### config.mk
export PLATFORM = sky130hd
export DESIGN_NAME = uart_cmd_ctrl_flat
export DESIGN_NICKNAME = d
export VERILOG_FILES = /design/src/rtl/uart_cmd_ctrl_pkg.sv /design/src/rtl/uart_cmd_ctrl_if.sv /design/src/rtl/uart_rx_hs.sv /design/src/rtl/uart_cmd_ctrl.sv /design/src/flat_wrapper.sv
export SDC_FILE = /design/constraint.sdc
export NUM_CORES = 1
export LEC_CHECK = 0
export ABC_CLOCK_PERIOD_IN_PS = 3300
export BUFFER_PORTS_ARGS = -buffer_cell sky130_fd_sc_hd__buf_4
export CORE_MARGIN = 3
export CORE_UTILIZATION = 60
export CTS_CLUSTER_SIZE = 14
export DETAILED_ROUTE_END_ITERATION = 10
export MAX_ROUTING_LAYER = met4
export PLACE_DENSITY_LB_ADDON = 0.12
export SYNTH_ARGS = -nofsm -noshare
export SYNTH_HDL_FRONTEND = slang
export SYNTH_SLANG_ARGS = --single-unit
### constraint.sdc
create_clock -name clk -period 3.3 [get_ports clk]
set_clock_uncertainty 0.15 [all_clocks]
set_input_delay 0 -clock clk [delete_from_list [all_inputs] [get_ports clk]]
set_output_delay 0 -clock clk [all_outputs]
set_load 0.02 [all_outputs]
### src/rtl/uart_cmd_ctrl_pkg.sv
// ----------------------------------------------------------------------------
// uart_cmd_ctrl_pkg
//   Shared definitions for the UART command controller: default frame start
//   byte, parser and handshake state encodings, and the frame checksum helper.
// ----------------------------------------------------------------------------
package uart_cmd_ctrl_pkg;

   localparam logic [7:0] SYNC_DEFAULT = 8'hA5;

   // Parser position inside a SYNC, ADDR, DHI, DLO, CSUM frame
   typedef enum logic [2:0] {
      S_SYNC,
      S_ADDR,
      S_DHI,
      S_DLO,
      S_CSUM
   } parse_state_e;

   // Receiver handshake: waiting for rx_rdy, or holding rx_clr until it drops
   typedef enum logic {
      H_WAIT,
      H_CLR
   } hs_state_e;

   // Expected CSUM byte of a frame
   function automatic logic [7:0] frame_csum(input logic [7:0] addr,
                                             input logic [7:0] dhi,
                                             input logic [7:0] dlo);
      return addr ^ dhi ^ dlo;
   endfunction

endpackage

### src/rtl/uart_cmd_ctrl_if.sv
// ----------------------------------------------------------------------------
// uart_cmd_ctrl_if
//   Byte handshake between the UART receiver and its consumer.
//   rx_data : received byte, valid while rx_rdy = 1
//   rx_rdy  : byte-ready flag raised by the receiver
//   rx_clr  : clear request returned by the consumer
//   master = receiver side, slave = consumer side.
// ----------------------------------------------------------------------------
interface uart_cmd_ctrl_if;

   logic [7:0] rx_data;
   logic       rx_rdy;
   logic       rx_clr;

   modport master (output rx_data, output rx_rdy, input rx_clr);
   modport slave  (input rx_data, input rx_rdy, output rx_clr);

endinterface

### src/rtl/uart_rx_hs.sv
// ----------------------------------------------------------------------------
// uart_rx_hs
//   Runs the rdy/clr handshake of the UART receiver and latches each byte.
//   Usable by any consumer of the receiver, not only the command parser.
//   clk, rst   : clock, synchronous active-high reset
//   rx_data_i  : byte from the receiver
//   rx_rdy_i   : byte-ready flag from the receiver
//   rx_clr_o   : clear request, high from acceptance until rx_rdy is seen low
//   byte_vld_o : one-cycle pulse, byte_o holds a fresh byte
//   byte_o     : last accepted byte
// ----------------------------------------------------------------------------
module uart_rx_hs
   import uart_cmd_ctrl_pkg::*;
(
   input  logic       clk,
   input  logic       rst,
   input  logic [7:0] rx_data_i,
   input  logic       rx_rdy_i,
   output logic       rx_clr_o,
   output logic       byte_vld_o,
   output logic [7:0] byte_o
);

   hs_state_e  state_q, state_d;
   logic       rx_clr_q, rx_clr_d;
   logic       vld_q, vld_d;
   logic [7:0] byte_q, byte_d;

   always_comb begin
      // NOTE: every signal gets its default before the case so no path leaves it unassigned (no latch).
      state_d  = state_q;
      rx_clr_d = rx_clr_q;
      vld_d    = 1'b0;
      byte_d   = byte_q;
      unique case (state_q)
         H_WAIT: begin
            // A byte still pending when reset releases is taken here as new.
            if (rx_rdy_i) begin
               byte_d   = rx_data_i;
               vld_d    = 1'b1;
               rx_clr_d = 1'b1;
               state_d  = H_CLR;
            end
         end
         H_CLR: begin
            if (!rx_rdy_i) begin
               rx_clr_d = 1'b0;
               state_d  = H_WAIT;
            end
         end
         default: state_d = H_WAIT;
      endcase
   end

   // NOTE: state registers use non-blocking assignments so every flop samples pre-edge values.
   always_ff @(posedge clk) begin
      if (rst) begin
         state_q  <= H_WAIT;
         rx_clr_q <= 1'b0;
         vld_q    <= 1'b0;
         byte_q   <= '0;
      end else begin
         state_q  <= state_d;
         rx_clr_q <= rx_clr_d;
         vld_q    <= vld_d;
         byte_q   <= byte_d;
      end
   end

   assign rx_clr_o   = rx_clr_q;
   assign byte_vld_o = vld_q;
   assign byte_o     = byte_q;

endmodule

### src/rtl/uart_cmd_ctrl.sv
// ----------------------------------------------------------------------------
// uart_cmd_ctrl
//   Assembles 5-byte command frames (SYNC, ADDR, DHI, DLO, CSUM) from the UART
//   receiver, checks them and issues one register-write strobe per good frame.
//   clk, rst    : clock, synchronous active-high reset
//   rx_if       : receiver handshake (slave side)
//   reg_addr_o  : write address, held until the next write
//   reg_wdata_o : write data {DHI, DLO}, held until the next write
//   reg_we_o    : one-cycle write strobe
//   frame_err_o : one-cycle pulse on checksum, address or timeout error
//   err_cnt_o   : saturating frame error count
//   busy_o      : parser is inside a frame
// ----------------------------------------------------------------------------
module uart_cmd_ctrl
   import uart_cmd_ctrl_pkg::*;
#(
   parameter int unsigned ADDR_W   = 4,
   parameter int unsigned NUM_REGS = 16,
   parameter int unsigned TIMEOUT  = 1024,
   parameter logic [7:0]  SYNC     = SYNC_DEFAULT
) (
   input  logic              clk,
   input  logic              rst,
   uart_cmd_ctrl_if.slave    rx_if,
   output logic [ADDR_W-1:0] reg_addr_o,
   output logic [15:0]       reg_wdata_o,
   output logic              reg_we_o,
   output logic              frame_err_o,
   output logic [7:0]        err_cnt_o,
   output logic              busy_o
);

   localparam int unsigned      TMO_W    = $clog2(TIMEOUT);
   localparam logic [TMO_W-1:0] TMO_LAST = TMO_W'(TIMEOUT - 1);

   logic       byte_vld;
   logic [7:0] rx_byte;

   uart_rx_hs u_rx_hs (
      .clk        (clk),
      .rst        (rst),
      .rx_data_i  (rx_if.rx_data),
      .rx_rdy_i   (rx_if.rx_rdy),
      .rx_clr_o   (rx_if.rx_clr),
      .byte_vld_o (byte_vld),
      .byte_o     (rx_byte)
   );

   parse_state_e      state_q, state_d;
   logic [7:0]        addr_q, addr_d;
   logic [7:0]        dhi_q, dhi_d;
   logic [7:0]        dlo_q, dlo_d;
   logic [TMO_W-1:0]  tmo_q, tmo_d;
   logic [ADDR_W-1:0] reg_addr_q, reg_addr_d;
   logic [15:0]       reg_wdata_q, reg_wdata_d;
   logic              reg_we_q, reg_we_d;
   logic              frame_err_q, frame_err_d;
   logic [7:0]        err_cnt_q, err_cnt_d;
   logic              frame_ok;
   logic              err_hit;

   // The whole ADDR byte is range-checked, not just the ADDR_W bits written out.
   assign frame_ok = (rx_byte == frame_csum(addr_q, dhi_q, dlo_q)) &&
                     (32'(addr_q) < NUM_REGS);

   always_comb begin
      state_d     = state_q;
      addr_d      = addr_q;
      dhi_d       = dhi_q;
      dlo_d       = dlo_q;
      tmo_d       = tmo_q + 1'b1;
      reg_addr_d  = reg_addr_q;
      reg_wdata_d = reg_wdata_q;
      reg_we_d    = 1'b0;
      frame_err_d = 1'b0;
      err_cnt_d   = err_cnt_q;
      err_hit     = 1'b0;

      // A byte arriving in the same cycle as the timeout takes priority.
      if (byte_vld) begin
         tmo_d = '0;
         unique case (state_q)
            S_SYNC: if (rx_byte == SYNC) state_d = S_ADDR;
            S_ADDR: begin addr_d = rx_byte; state_d = S_DHI;  end
            S_DHI:  begin dhi_d  = rx_byte; state_d = S_DLO;  end
            S_DLO:  begin dlo_d  = rx_byte; state_d = S_CSUM; end
            S_CSUM: begin
               state_d = S_SYNC;
               if (frame_ok) begin
                  reg_addr_d  = addr_q[ADDR_W-1:0];
                  reg_wdata_d = {dhi_q, dlo_q};
                  reg_we_d    = 1'b1;
               end else begin
                  err_hit = 1'b1;
               end
            end
            default: state_d = S_SYNC;
         endcase
      end else if (state_q == S_SYNC) begin
         tmo_d = '0;
      end else if (tmo_q == TMO_LAST) begin
         state_d = S_SYNC;
         tmo_d   = '0;
         err_hit = 1'b1;
      end

      if (err_hit) begin
         frame_err_d = 1'b1;
         if (err_cnt_q != 8'hFF) err_cnt_d = err_cnt_q + 8'd1;
      end
   end

   always_ff @(posedge clk) begin
      if (rst) begin
         state_q     <= S_SYNC;
         addr_q      <= '0;
         dhi_q       <= '0;
         dlo_q       <= '0;
         tmo_q       <= '0;
         reg_addr_q  <= '0;
         reg_wdata_q <= '0;
         reg_we_q    <= 1'b0;
         frame_err_q <= 1'b0;
         err_cnt_q   <= '0;
      end else begin
         state_q     <= state_d;
         addr_q      <= addr_d;
         dhi_q       <= dhi_d;
         dlo_q       <= dlo_d;
         tmo_q       <= tmo_d;
         reg_addr_q  <= reg_addr_d;
         reg_wdata_q <= reg_wdata_d;
         reg_we_q    <= reg_we_d;
         frame_err_q <= frame_err_d;
         err_cnt_q   <= err_cnt_d;
      end
   end

   assign reg_addr_o  = reg_addr_q;
   assign reg_wdata_o = reg_wdata_q;
   assign reg_we_o    = reg_we_q;
   assign frame_err_o = frame_err_q;
   assign err_cnt_o   = err_cnt_q;
   assign busy_o      = (state_q != S_SYNC);

endmodule
### src/flat_wrapper.sv
// flat-port wrapper written by rule: the top's interface ports become plain ports
module uart_cmd_ctrl_flat import uart_cmd_ctrl_pkg::*;
#(
   parameter int unsigned ADDR_W   = 4,
   parameter int unsigned NUM_REGS = 16,
   parameter int unsigned TIMEOUT  = 1024,
   parameter logic [7:0]  SYNC     = SYNC_DEFAULT
)
  (clk, rst, reg_addr_o, reg_wdata_o, reg_we_o, frame_err_o, err_cnt_o, busy_o, rx_if_rx_data, rx_if_rx_rdy, rx_if_rx_clr);
  uart_cmd_ctrl_if rx_if_i ();
  input  logic clk;
  input  logic rst;
  output logic [ADDR_W-1:0] reg_addr_o;
  output logic [15:0] reg_wdata_o;
  output logic reg_we_o;
  output logic frame_err_o;
  output logic [7:0] err_cnt_o;
  output logic busy_o;
  input wire logic [$bits(rx_if_i.rx_data)-1:0] rx_if_rx_data;
  input wire logic [$bits(rx_if_i.rx_rdy)-1:0] rx_if_rx_rdy;
  output wire logic [$bits(rx_if_i.rx_clr)-1:0] rx_if_rx_clr;
  assign rx_if_i.rx_data = rx_if_rx_data;
  assign rx_if_i.rx_rdy = rx_if_rx_rdy;
  assign rx_if_rx_clr = rx_if_i.rx_clr;
  uart_cmd_ctrl #(.ADDR_W(ADDR_W), .NUM_REGS(NUM_REGS), .TIMEOUT(TIMEOUT), .SYNC(SYNC)) u_core (.clk(clk), .rst(rst), .rx_if(rx_if_i), .reg_addr_o(reg_addr_o), .reg_wdata_o(reg_wdata_o), .reg_we_o(reg_we_o), .frame_err_o(frame_err_o), .err_cnt_o(err_cnt_o), .busy_o(busy_o));
endmodule
== After elaboration in Yosys (flattened, before gate mapping) ==
Index checks and enable logic that the tools add are counted.

* Add/subtract/negate cells: 2
* Bitwise gates (word level): 5
* Order comparisons: 1
* Mux-type cells: 16
* Reductions and logical operators: 15
* Eq/ne operators: 12

{| class="wikitable"
|+ Operators with widths
! cell !! number
|-
| 8-bit XOR || 2
|-
| 3-bit 2-to-1 mux || 4
|-
| 3-bit case mux with 4 select lines || 1
|-
| 2-bit AND reduction || 6
|-
| 10-bit by 1-bit adder with 10-bit output (second input constant) || 1
|-
| 10-bit == test (second input constant) || 1
|-
| 1-bit 2-to-1 mux || 10
|-
| 8-bit by 1-bit adder with 8-bit output (second input constant) || 1
|-
| 8-bit == test || 1
|-
| 8-bit == test (second input constant) || 1
|-
| 8-bit by 5-bit less-than comparator with 1-bit output (second input constant) || 1
|-
| 8-bit != test (second input constant) || 1
|-
| 3-bit by 2-bit == test with 1-bit output (second input constant) || 2
|-
| 2-bit != test (second input constant) || 3
|-
| 3-bit AND reduction || 2
|-
| 4-bit OR reduction || 1
|-
| 3-bit by 1-bit == test with 1-bit output (second input constant) || 1
|-
| 3-bit == test (second input constant) || 1
|-
| 3-bit logical NOT || 1
|-
| 1-bit NOT || 3
|-
| 3-bit nonzero test || 1
|-
| 3-bit OR reduction || 1
|-
| 2-bit by 1-bit != test with 1-bit output (second input constant) || 1
|-
| 1-bit case mux with 2 select lines || 1
|-
| 3 further kinds || 3
|}

* Bits of input ports: 11
* Output and inout port bits: 32
* Word-level logic and storage cells: 65
* Flip-flop bits (word level): 78

== Longest topological paths before layout ==
Gate-level depths: netlist (run 1).

* Word-level depth: 8
* Depth in mapped cells: 7
* Gate-level depth less buffers: 6

== By module ==
From an unflattened synthesis (run 1), not the netlist that was laid out.

* Cell total of the unflattened synthesis: 358
* Area total of the unflattened synthesis: 3,235.6 µm²

{| class="wikitable"
|+ Modules (own cells, without submodules)
! module !! area each (µm²) !! times used !! cells an instance !! sequential area each (µm²)
|-
| uart_cmd_ctrl || 2,831.5 || 1 || 322 || 1,341.3
|-
| uart_rx_hs || 404.1 || 1 || 36 || 220.2
|}

== Least setup slack after synthesis (run 1) ==
OpenSTA, ideal clock, no wires.

* Path kind: register -> register
* Start point: register u_core.err_cnt_q[4] (netlist: u_core.err_cnt_o[4])
* End point: register u_core.err_cnt_q[3] (netlist: u_core.err_cnt_o[3])
* Arrival time: 1.775 ns
* Required time: 3.080 ns
* Library setup time: 0.070 ns
* Path slack: 1.305 ns
* Period minus slack after synthesis: 1.995 ns
* Stages on the path, launching flop included: 7
* Buffers on the path: 0
* Cells stage by stage: dfxtp_1 and3_1 and3_1 and3_1 a21o_4 or4_1 a21oi_1

* Longest elaborated chain between the ends: 2

{| class="wikitable"
|+ Ends and longest elaborated chain
! element !! RTL line !! text
|-
| start: declaration || uart_cmd_ctrl.sv:58 || <nowiki>logic [7:0] err_cnt_q, err_cnt_d;</nowiki>
|-
| start signal: assignment || uart_cmd_ctrl.sv:135 || <nowiki>err_cnt_q <= err_cnt_d;</nowiki>
|-
| 8-bit != test || uart_cmd_ctrl.sv:109 || <nowiki>if (err_cnt_q != 8'hFF) err_cnt_d = err_cnt_q + 8'd1;</nowiki>
|-
| 2-bit AND reduction (no source line) || -- ||
|}

Every way passes these cells.
A chain may end at the register's enable or synchronous reset.

== Worst setup path after layout (run 1) ==
* Start point: register u_core.u_rx_hs.byte_q[6] (netlist: u_core.u_rx_hs.byte_o[6])
* End point: register u_core.reg_wdata_q[7] (netlist: u_core.reg_wdata_o[7])

* Longest elaborated chain between the ends: 3

{| class="wikitable"
|+ Ends and longest elaborated chain
! element !! RTL line !! text
|-
| start: declaration || uart_rx_hs.sv:27 || <nowiki>logic [7:0] byte_q, byte_d;</nowiki>
|-
| start signal: assignment || uart_rx_hs.sv:66 || <nowiki>byte_q <= byte_d;</nowiki>
|-
| 8-bit == test || uart_cmd_ctrl.sv:63 || <nowiki>assign frame_ok = (rx_byte == frame_csum(addr_q, dhi_q, dlo_q)) &&</nowiki>
|-
| 1-bit logical AND || uart_cmd_ctrl.sv:63 ||
|-
| 3-bit AND reduction (no source line) || -- ||
|-
| end signal: assignment || uart_cmd_ctrl.sv:132 || <nowiki>reg_wdata_q <= reg_wdata_d;</nowiki>
|-
| end: declaration || uart_cmd_ctrl.sv:55 || <nowiki>logic [15:0] reg_wdata_q, reg_wdata_d;</nowiki>
|}

Every way passes these cells.

==> impl_metrics.tcl, run 1 <==
set metrics [dict create \
    outcome "completed" \
    r2r-end "u_core.reg_wdata_o[7]" \
    cts_setup_buffers 0 \
    hp-start "rst" \
    die_area_um2 6477 \
    nets 419 \
    place_inst 455 \
    ys_ff_latch 78 \
    cts_tree "done" \
    finalCritPeriodShare_pct 66.84 \
    worstMarginPinSlew_ns 0.7134 \
    drtIter0Drc 194 \
    worst-path-buf-inv 1 \
    pin_count 43 \
    ys_seq_area_share_pct 46.92 \
    timing.rr.start "u_core.u_rx_hs.byte_o[6]" \
    min_to "u_core.reg_wdata_o[15]" \
    startpoint_type "flop" \
    worstSetupEndpointType "flop" \
    utilization_pct 75.47 \
    synthCells 358 \
    cp_top_family "simple AND/OR/NAND/NOR gates" \
    cp.arrival_ns 2.26 \
    remaining_drc_errors 0 \
    cts_made_buffers 9 \
    rsz0062_at_grt "no" \
    coreArea_um2 5238 \
    fmax_ghz 0.4534 \
    hold_path_class "primary input to flop" \
    vdd_drop_max_uv 330.8 \
    r2r_setup_slack_ns 1.09 \
    cts_buffer_depth 2 \
    grt_overflow 0 \
    ctsRootBufferMaster "clkbuf_8" \
    p_leak_nw 1.514 \
    avgViaCountPerCell 5.402 \
    critPathSlowestCell "dfxtp_1" \
    drt_wl_total_um 6794 \
    place_area_um2 3666 \
    htreeDepth 3 \
    final_max_slew_viol_count 0 \
    gp_congestion 0.8776 \
    clk_latency_ns 0.34 \
    start_util_pct 63.55 \
    ys_warn_count 0 \
    n_antenna_cell 0 \
    period_minus_slack_ns 2.206 \
    hold_viol 0 \
    hpwl_um 4542 \
    synth.distinct_cells 42 \
    die_w_um 80.48 \
    crit_required_ns 3.36 \
    setup_violations 0 \
    max_slew_margin_pct 52.44 \
    syn-cell-area_um2 3328 \
    fin_tns_setup_ns 0 \
    cp_max_fo 13 \
    path_cells "xor2_1 > xnor2_1 > nand2_1 > nor4_4 > buf_4 > mux2i_1 > nor2_1" \
    fill_cells 389 \
    cts-resized-gates 0 \
    die_y_um 80.48 \
    setup.worst_path.class "flop to flop" \
    area_delta_synth_final_pct 18.76 \
    grt_max_degree 73 \
    wl_per_cell_um 14.21 \
    num_rows 26 \
    drv_cap 0 \
    antenna_left 0 \
    drive_gt1_share_pct 18.63 \
    avgSynthCellArea_um2 9.297 \
    grt_antenna_before_repair 0 \
    grt_usage_pct 23.60 \
    grt_pass1_vias 2432 \
    cpPeakStageDelay_ns 0.46 \
    fin_cells 478 \
    fin_area_um2 3953 \
    clk_pin_slew_ns 0.07 \
    power_density_nw_per_um2 445.7 \
    portBuffers 42 \
    syn_nets 372 \
    num_vias 2582 \
    rr_worst_depth 7 \
    cts.sink_count 78 \
    startpoint "u_core.u_rx_hs.byte_o[6]" \
    grt_pass1_wl_um 11460 \
    hold_path_depth 2 \
    dr.pass1.iters 4 \
]
## final cells by class
| cell class | count | area (um2) | area share, % |
|---|---|---|---|
| well taps | 70 | 87.58 | 2.216 |
| flip-flops and latches | 78 | 1562 | 39.51 |
| inverters | 4 | 15.01 | 0.3799 |
| multi-input cells | 259 | 1672 | 42.29 |
| clock inverters | 3 | 45.04 | 1.140 |
| clock buffers | 11 | 151.4 | 3.830 |
| repair buffers | 53 | 420.4 | 10.64 |
## worst max path at each step
stage | depth (start not counted) | slack [ns] | endpoint
final | 7 | 1.09 | u_core.reg_wdata_o[7]
after CTS | 7 | 1.09 | u_core.reg_wdata_o[6]
after global routing | 7 | 0.94 | u_core.reg_wdata_o[14]
after global placement | 7 | 1.18 | u_core.reg_wdata_o[7]
after floorplan | 6 | 1.30 | u_core.err_cnt_o[3]
after detailed placement | 7 | 1.11 | u_core.reg_wdata_o[7]
## cell usage in the layout (no fill, tap or decap), drive strengths merged, types with 7 or more instances in the layout
cell type / n
xnor2: 17
nand2: 52
buf: 44
dlygate4sd3: 9
mux2i: 28
dfxtp: 78
nand3: 11
nor2: 51
clkbuf: 11
a21oi: 31
and3: 7
nor2b: 7
xor2: 13
## state kept, by name, indices dropped and copies added, names as in the netlist
| register | flops |
|---|---|
| u_core.addr_q | 8 |
| u_core.dhi_q | 8 |
| u_core.dlo_q | 8 |
| u_core.err_cnt_o | 8 |
| u_core.frame_err_o | 1 |
| u_core.reg_addr_o | 4 |
| u_core.reg_wdata_o | 16 |
| u_core.reg_we_o | 1 |
| u_core.state_q | 3 |
| u_core.tmo_q | 10 |
| u_core.u_rx_hs.byte_o | 8 |
| u_core.u_rx_hs.byte_vld_o | 1 |
| u_core.u_rx_hs.rx_clr_o | 1 |
| u_core.u_rx_hs.state_q | 1 |
## through the flow
| stage | total power, mW | setup WS (ns) | hold WS [ns] |
|---|---|---|---|
| finish | 1.762 | 1.094 | 0.04715 |
| global route | 1.823 | 0.9369 | 0.06598 |
| CTS | 1.777 | 1.089 | 0.02576 |
| detailed placement | 1.066 | 1.110 | 0.09386 |
| global placement | 1.064 | 1.177 | 0.08349 |
| floorplan | 1.042 | 1.305 | -0.002474 |
## worst register-to-register path, delay by kind of cell, from the launching register on
family,cells,cell delay (ns)
buffers and inverters,1,0.29
DFF,1,0.46
muxes,1,0.23
and+or+nand+nor,3,0.56
xor gates and xnor gates,2,0.38
## per-layer routing
| metal | wire length, um | vias up | part of all wire, % | global-route usage [%] |
|---|---|---|---|---|
| li1 | - | 1302 | - | - |
| met1 | 3025 | 1209 | 45 | 28.80 |
| met2 | 3374 | 62 | 50 | 37.33 |
| met3 | 288 | 9 | 4.2 | 4.372 |
| met4 | 106 | 0 | 1.6 | 11.99 |
| met5 | 0 | - | 0 | - |
## cells by family (layout without fill, tap and decap cells)
logic type / Yosys count / count (layout) / share of synthesized area (%)
muxes: 32 / 32 / 9.774
buffers and inverters: 21 / 71 / 2.857
adders and majority gates: 3 / 3 / 1.128
AOI/OAI and AO/OA: 44 / 44 / 8.045
xor gates and xnor gates: 30 / 30 / 8.572
and+or+nand+nor: 150 / 150 / 22.71
DFF: 78 / 78 / 46.92
## report_power, final
group | switching [mW] | internal, mW
registers | 0.0125 | 0.949
clock network | 0.327 | 0.382
logic | 0.0495 | 0.0417
total | 0.389 | 1.37
## cell usage after synthesis (all sizes together)
cell type / number / share of area [%]
nand2: 52 / 6.1
and4: 2 / 0.68
inv: 4 / 0.45
nor4bb: 1 / 0.30
nor2b: 7 / 1.3
nor3: 1 / 0.15
or4: 2 / 0.45
or3: 2 / 0.38
or4bb: 2 / 0.68
a211oi: 4 / 0.90
a21oi: 31 / 4.7
or2: 2 / 0.38
a32oi: 1 / 0.26
ha: 3 / 1.1
dfxtp: 78 / 47
a22oi: 1 / 0.23
mux2i: 28 / 8.4
nand4bb: 1 / 0.34
buf: 6 / 1.2
nor2: 51 / 5.8
nor4b: 1 / 0.71
and3: 7 / 1.4
mux2: 4 / 1.4
nor4: 2 / 0.83
o31ai: 3 / 1.1
o21ai: 3 / 0.45
a21o: 1 / 0.45
xnor2: 17 / 5.2
and2: 1 / 0.19
xor2: 13 / 3.4
or3b: 1 / 0.26
nand4: 4 / 1.2
clkbuf: 11 / 1.2
nand3: 11 / 1.7
## timing repair
action | CTS | global route
endpoints found under the hold margin | 11 | 0
setup endpoints to repair | 0 | 0
hold buffers | 9 | 0
Power figures use the tool's default switching activity.
==> run 2: changes to the inputs <==
Settings changed: ABC_CLOCK_PERIOD_IN_PS 3300 to 2200, CORE_UTILIZATION 60 to 57.
Clock period 3.3 ns to 2.2 ns, I/O delays scaled along.
==> run 2 against run 1 <==
  * Non-clock buffer count grew 10
  * Hold slack got worse by 0.010 ns
  * Critical endpoint is now u_core.reg_wdata_o[4]
  * Largest cell class unchanged
  * Worst setup slack worse by 1.0 ns
  * Sequential power grew 49%
==> impl_metrics.tcl, run 2 (synthesized netlist as in run 1, its figures left out) <==
set metrics [dict create \
    setup.worst_path.class "flop to flop" \
    die_area_um2 6791 \
    nets 429 \
    finalCritPeriodShare_pct 96.50 \
    seqPwrFrac_pct 47.5 \
    worstSetupEndpointType "flop" \
    avgViaCountPerCell 5.451 \
    antenna_left 0 \
    vdd_drop_max_uv 616.7 \
    period_minus_slack_ns 2.123 \
    wl_met1_um 3063 \
    setup_violations 0 \
    hold_viol 0 \
    ctsRootBufferMaster "clkbuf_8" \
    fmax_ghz 0.4710 \
    fin_ws_ns 0.07697 \
    cp.arrival_ns 2.18 \
    fin_cells 492 \
    grt_pass1_vias 2522 \
    rsz0062_at_grt "yes" \
    drtIter0Drc 139 \
    final_common_cell "dfxtp_1" \
    p_leak_nw 1.622 \
    timing.hold.ws_ns 0.03691 \
    n_antenna_cell 0 \
    htreeDepth 3 \
    startpoint_type "flop" \
    p_sw_mw 0.6198 \
    num_rows 27 \
    wl_met2_um 3677 \
    grt_antenna_before_repair 0 \
    final_cell_mix "dfxtp_1 (76), buf_4 (53), nor2_1 (51), nand2_1 (51), a21oi_1 (31)" \
    outcome "completed" \
    power_density_nw_per_um2 725.1 \
    start_util_pct 59.71 \
    area_delta_synth_final_pct 25.15 \
    clk_latency_ns 0.35 \
    wl_per_cell_um 14.76 \
    sw_frac_of_total_pct 20.52 \
    portBuffers 42 \
    dr.pass1.iters 4 \
    hpwl_um 4744 \
    hold_path_class "primary input to flop" \
    power.total_mw 3.020 \
    coreArea_um2 5574 \
    grt_overflow 0 \
    largest_reg_flops 16 \
    gp_congestion 0.8090 \
    drt_wl_total_um 7261 \
    p_clk_share_pct 47.1 \
    drv_cap 0 \
    cp_max_fo 21 \
    place_inst 467 \
    grt_pass1_wl_um 11910 \
    worstMarginPinSlew_ns 0.7200 \
    die_y_um 82.41 \
    final_max_slew_viol_count 0 \
    pin_count 43 \
    combPwrFrac_pct 5.4 \
    cts_setup_buffers 0 \
    grt_usage_pct 24.23 \
    route.top_layer_used "met4" \
    intPower_mw 2.401 \
    grt_max_degree 73 \
    drive_gt1_share_pct 22.86 \
    max_slew_margin_pct 52.00 \
    cts_tree "done" \
    cts_made_buffers 9 \
    clk_pin_slew_ns 0.08 \
    remaining_drc_errors 0 \
    pre_cts_ws_ns 0.02698 \
    num_vias 2682 \
    met3_length_um 342 \
    cts.sink_count 78 \
    die_w_um 82.41 \
    crit_required_ns 2.26 \
    cts_buffer_depth 2 \
]
## run 2: final cells by class
| type | instances | area (um2) |
|---|---|---|
| flip-flops and latches | 78 | 1564 |
| inverters | 4 | 15.01 |
| clock inverters | 5 | 128.9 |
| clock buffers | 11 | 141.4 |
| multi-input cells | 259 | 1718 |
| repair buffers | 63 | 508.0 |
| well taps | 72 | 90.09 |
| fillers | 420 | 1409 |
## run 2: layer usage
metal | global-route usage (%) | up-vias
met2 | 39.34 | 72
met1 | 28.57 | 1265
met3 | 4.447 | 15
met4 | 12.62 | 0
met5 | - | -
li1 | - | 1330
## run 2: worst max-delay path: stages, from the launching register on
cell	delay, ns
dfxtp_1	0.41
xor2_1	0.20
xnor2_1	0.16
nand2_1	0.21
nor4_4	0.32
buf_12	0.24
mux2i_1	0.24
nor2_1	0.06
## run 2: timing repair
| action | 4_1_cts | 5_1_grt |
|---|---|---|
| endpoints found under the setup margin | 0 | 27 |
| resized for setup | 0 | 10 |
| hold buffers | 9 | 0 |
| hold endpoints to repair | 11 | 0 |
## run 2: final timing paths
kind	cells past startpoint	endpoint	slack (ns)	start
setup / recovery	7	u_core.reg_wdata_o[4]	0.08	u_core.dhi_q[6]
hold / removal	2	u_core.state_q[0]	0.04	rst
setup reg to reg	7	u_core.reg_wdata_o[4]	0.08	u_core.dhi_q[6]
hold reg to reg	2	u_core.addr_q[6]	0.31	u_core.addr_q[6]
## run 2: power groups by stage
stage	sequential [mW]	combinational (mW)	clock, mW
2_1_floorplan	1.47	0.0926	0
3_3_place_gp	1.47	0.143	0
3_5_place_dp	1.47	0.146	0
4_1_cts	1.43	0.159	1.44
5_1_grt	1.44	0.176	1.51
6_report	1.43	0.162	1.42
## run 2: stage by stage
stage / util, % / cell area (um2) / TNS (ns)
final: 74.73 / 4165 / 0
after global routing: 74.73 / 4165 / -0.006646
after CTS: 73.85 / 4116 / 0
after detailed placement: 67.38 / 3756 / 0
after global placement: 67.38 / 3756 / 0
after floorplan: - / 3328 / 0
==> run 3: changes to the inputs <==
Settings changed: PLACE_DENSITY set to 0.77, PLACE_DENSITY_LB_ADDON 0.12 to not set.
==> run 3 against run 2 <==
  * Die area unchanged
  * Final area down 0.66%
  * Clock power is 14% lower
  * Worst setup slack better by 0.055 ns
  * Clock-buffer cell count decreased by 1
  * Critical path type unchanged
  * Largest power group unchanged
==> impl_metrics.tcl, run 3 (synthesized netlist as in run 1, its figures left out) <==
set metrics [dict create \
    grt_overflow 0 \
    drv_cap 0 \
    hold_viol 0 \
    p_leak_nw 1.626 \
    grt_pass1_wl_um 11590 \
    cts_made_buffers 9 \
    period_minus_slack_ns 2.068 \
    grt_antenna_before_repair 0 \
    n_antenna_cell 0 \
    nets 435 \
    start_util_pct 59.71 \
    pin_count 43 \
    rsz0062_at_grt "no" \
    setup.worst_path.class "flop to flop" \
    drt_wl_total_um 7142 \
    power_density_nw_per_um2 681.7 \
    crit_required_ns 2.29 \
    drive_gt1_share_pct 22.54 \
    fill_cells 423 \
    coreArea_um2 5574 \
    largest_reg_flops 16 \
    hold_path_depth 4 \
    num_vias 2678 \
    antenna_left 0 \
    die_y_um 82.41 \
    final_common_cell "dfxtp_1" \
    die_area_um2 6791 \
    worstSetupEndpointType "flop" \
    clk_latency_ns 0.36 \
    cts.sink_count 78 \
    htreeDepth 3 \
    setup_violations 0 \
    timing.hold.ws_ns 0.2746 \
    area_delta_synth_final_pct 24.32 \
    rr_worst_depth 5 \
    wl_per_cell_um 14.34 \
    fmax_ghz 0.4837 \
    gp_congestion 0.8252 \
    clk_pin_slew_ns 0.08 \
    num_rows 27 \
    cts_tree "done" \
    min_to "u_core.u_rx_hs.byte_o[5]" \
    startpoint_type "flop" \
    dr.pass1.iters 4 \
    finalCritPeriodShare_pct 93.98 \
    hpwl_um 4783 \
    fin_tns_setup_ns 0 \
    avgViaCountPerCell 5.378 \
    final_max_slew_viol_count 0 \
    drtIter0Drc 163 \
    vdd_drop_max_uv 572.3 \
    cts_buffer_depth 2 \
    cp_max_fo 8 \
    worstMarginPinSlew_ns 0.6235 \
    hp-start "rx_if_rx_data[5]" \
    cp.arrival_ns 2.16 \
    r2r_setup_slack_ns 0.13 \
    ctsRootBufferMaster "clkbuf_8" \
    r2r-end "u_core.u_rx_hs.byte_o[7]" \
    outcome "completed" \
    remaining_drc_errors 0 \
    grt_usage_pct 23.59 \
    final_cell_mix "dfxtp_1 (76), buf_4 (56), nor2_1 (51), nand2_1 (51), a21oi_1 (31)" \
    die_w_um 82.41 \
    hold_path_class "primary input to flop" \
    portBuffers 42 \
    grt_max_degree 45 \
    max_slew_margin_pct 58.44 \
    grt_pass1_vias 2485 \
    timing.rr.start "u_core.u_rx_hs.state_q" \
]
run 3: cell count changes in the layout (fill, tap and decap cells not counted), sizes merged:
| cell | change |
|---|---|
| buf | +4 |
| bufinv | -2 |
| clkinv | +2 |
| dlygate4sd3 | +2 |
| clkbuf | -1 |
| clkinvlp | +1 |
run 3: cell type report:
class | count | area [um2] | area share, %
Multi-Input combinational cell | 259 | 1684 | 40.70
Tap cell | 72 | 90.09 | 2.177
Clock inverter | 6 | 93.84 | 2.268
Inverter | 4 | 15.01 | 0.3629
Clock buffer | 10 | 137.6 | 3.326
Sequential cell | 78 | 1564 | 37.80
Timing Repair Buffer | 69 | 553.0 | 13.37
run 3: repair_timing:
item                                    in CTS  in global routing
endpoints found under the hold margin       33                  0
endpoints found under the setup margin       0                 21
setup buffers                                0                  1
resized for setup                            0                  6
hold buffers                                11                  0
run 3: critical path, stage by stage (launching register included):
cell and delay [ns]:
dfxtp_1 0.32, inv_1 0.06, ha_1 0.55, mux2i_1 0.25, nor2_1 0.05, dlygate4sd3_1 0.57
run 3: routing by layer:
metal	GRT usage (%)	part of all wire (%)	vias up
met3	5.531	6.3	6
met5	-	0	-
li1	-	-	1338
met1	28.15	42	1261
met4	13.12	0.99	0
met2	36.62	50	73
run 3: where the power goes:
group          internal (mW)  switching, mW  leakage [nW]
Sequential              1.42         0.0115         0.631
Combinational         0.0794         0.0898         0.882
Clock                  0.677          0.540         0.113
Total                   2.18          0.641          1.63
run 3: worst max-delay path by stage:
stage	slack, ns	endpoint	from	cells after the start
finish	0.13	u_core.u_rx_hs.byte_o[7]	u_core.u_rx_hs.state_q	5
global route	0.02	u_core.reg_wdata_o[2]	u_core.dhi_q[6]	7
CTS	0.02	u_core.reg_wdata_o[13]	u_core.u_rx_hs.byte_o[7]	7
detailed placement	0.03	u_core.reg_wdata_o[13]	u_core.u_rx_hs.byte_o[7]	7
global placement	0.1	u_core.reg_wdata_o[6]	u_core.u_rx_hs.byte_o[7]	7
floorplan	0.20	u_core.err_cnt_o[3]	u_core.err_cnt_o[4]	6
run 3: stage by stage:
stage          cell area (um2)  util [%]  power, mW  setup WS [ns]  instances
3_5_place_dp              3766     67.56      1.614        0.03262        470
4_1_cts                   4108     73.69      2.838        0.02450        497
2_1_floorplan             3328         -      1.564         0.2050        358
3_3_place_gp              3766     67.56      1.610        0.09932        470
5_1_grt                   4138     74.23      2.922        0.01782        498
6_report                  4138     74.23      2.821         0.1324        498
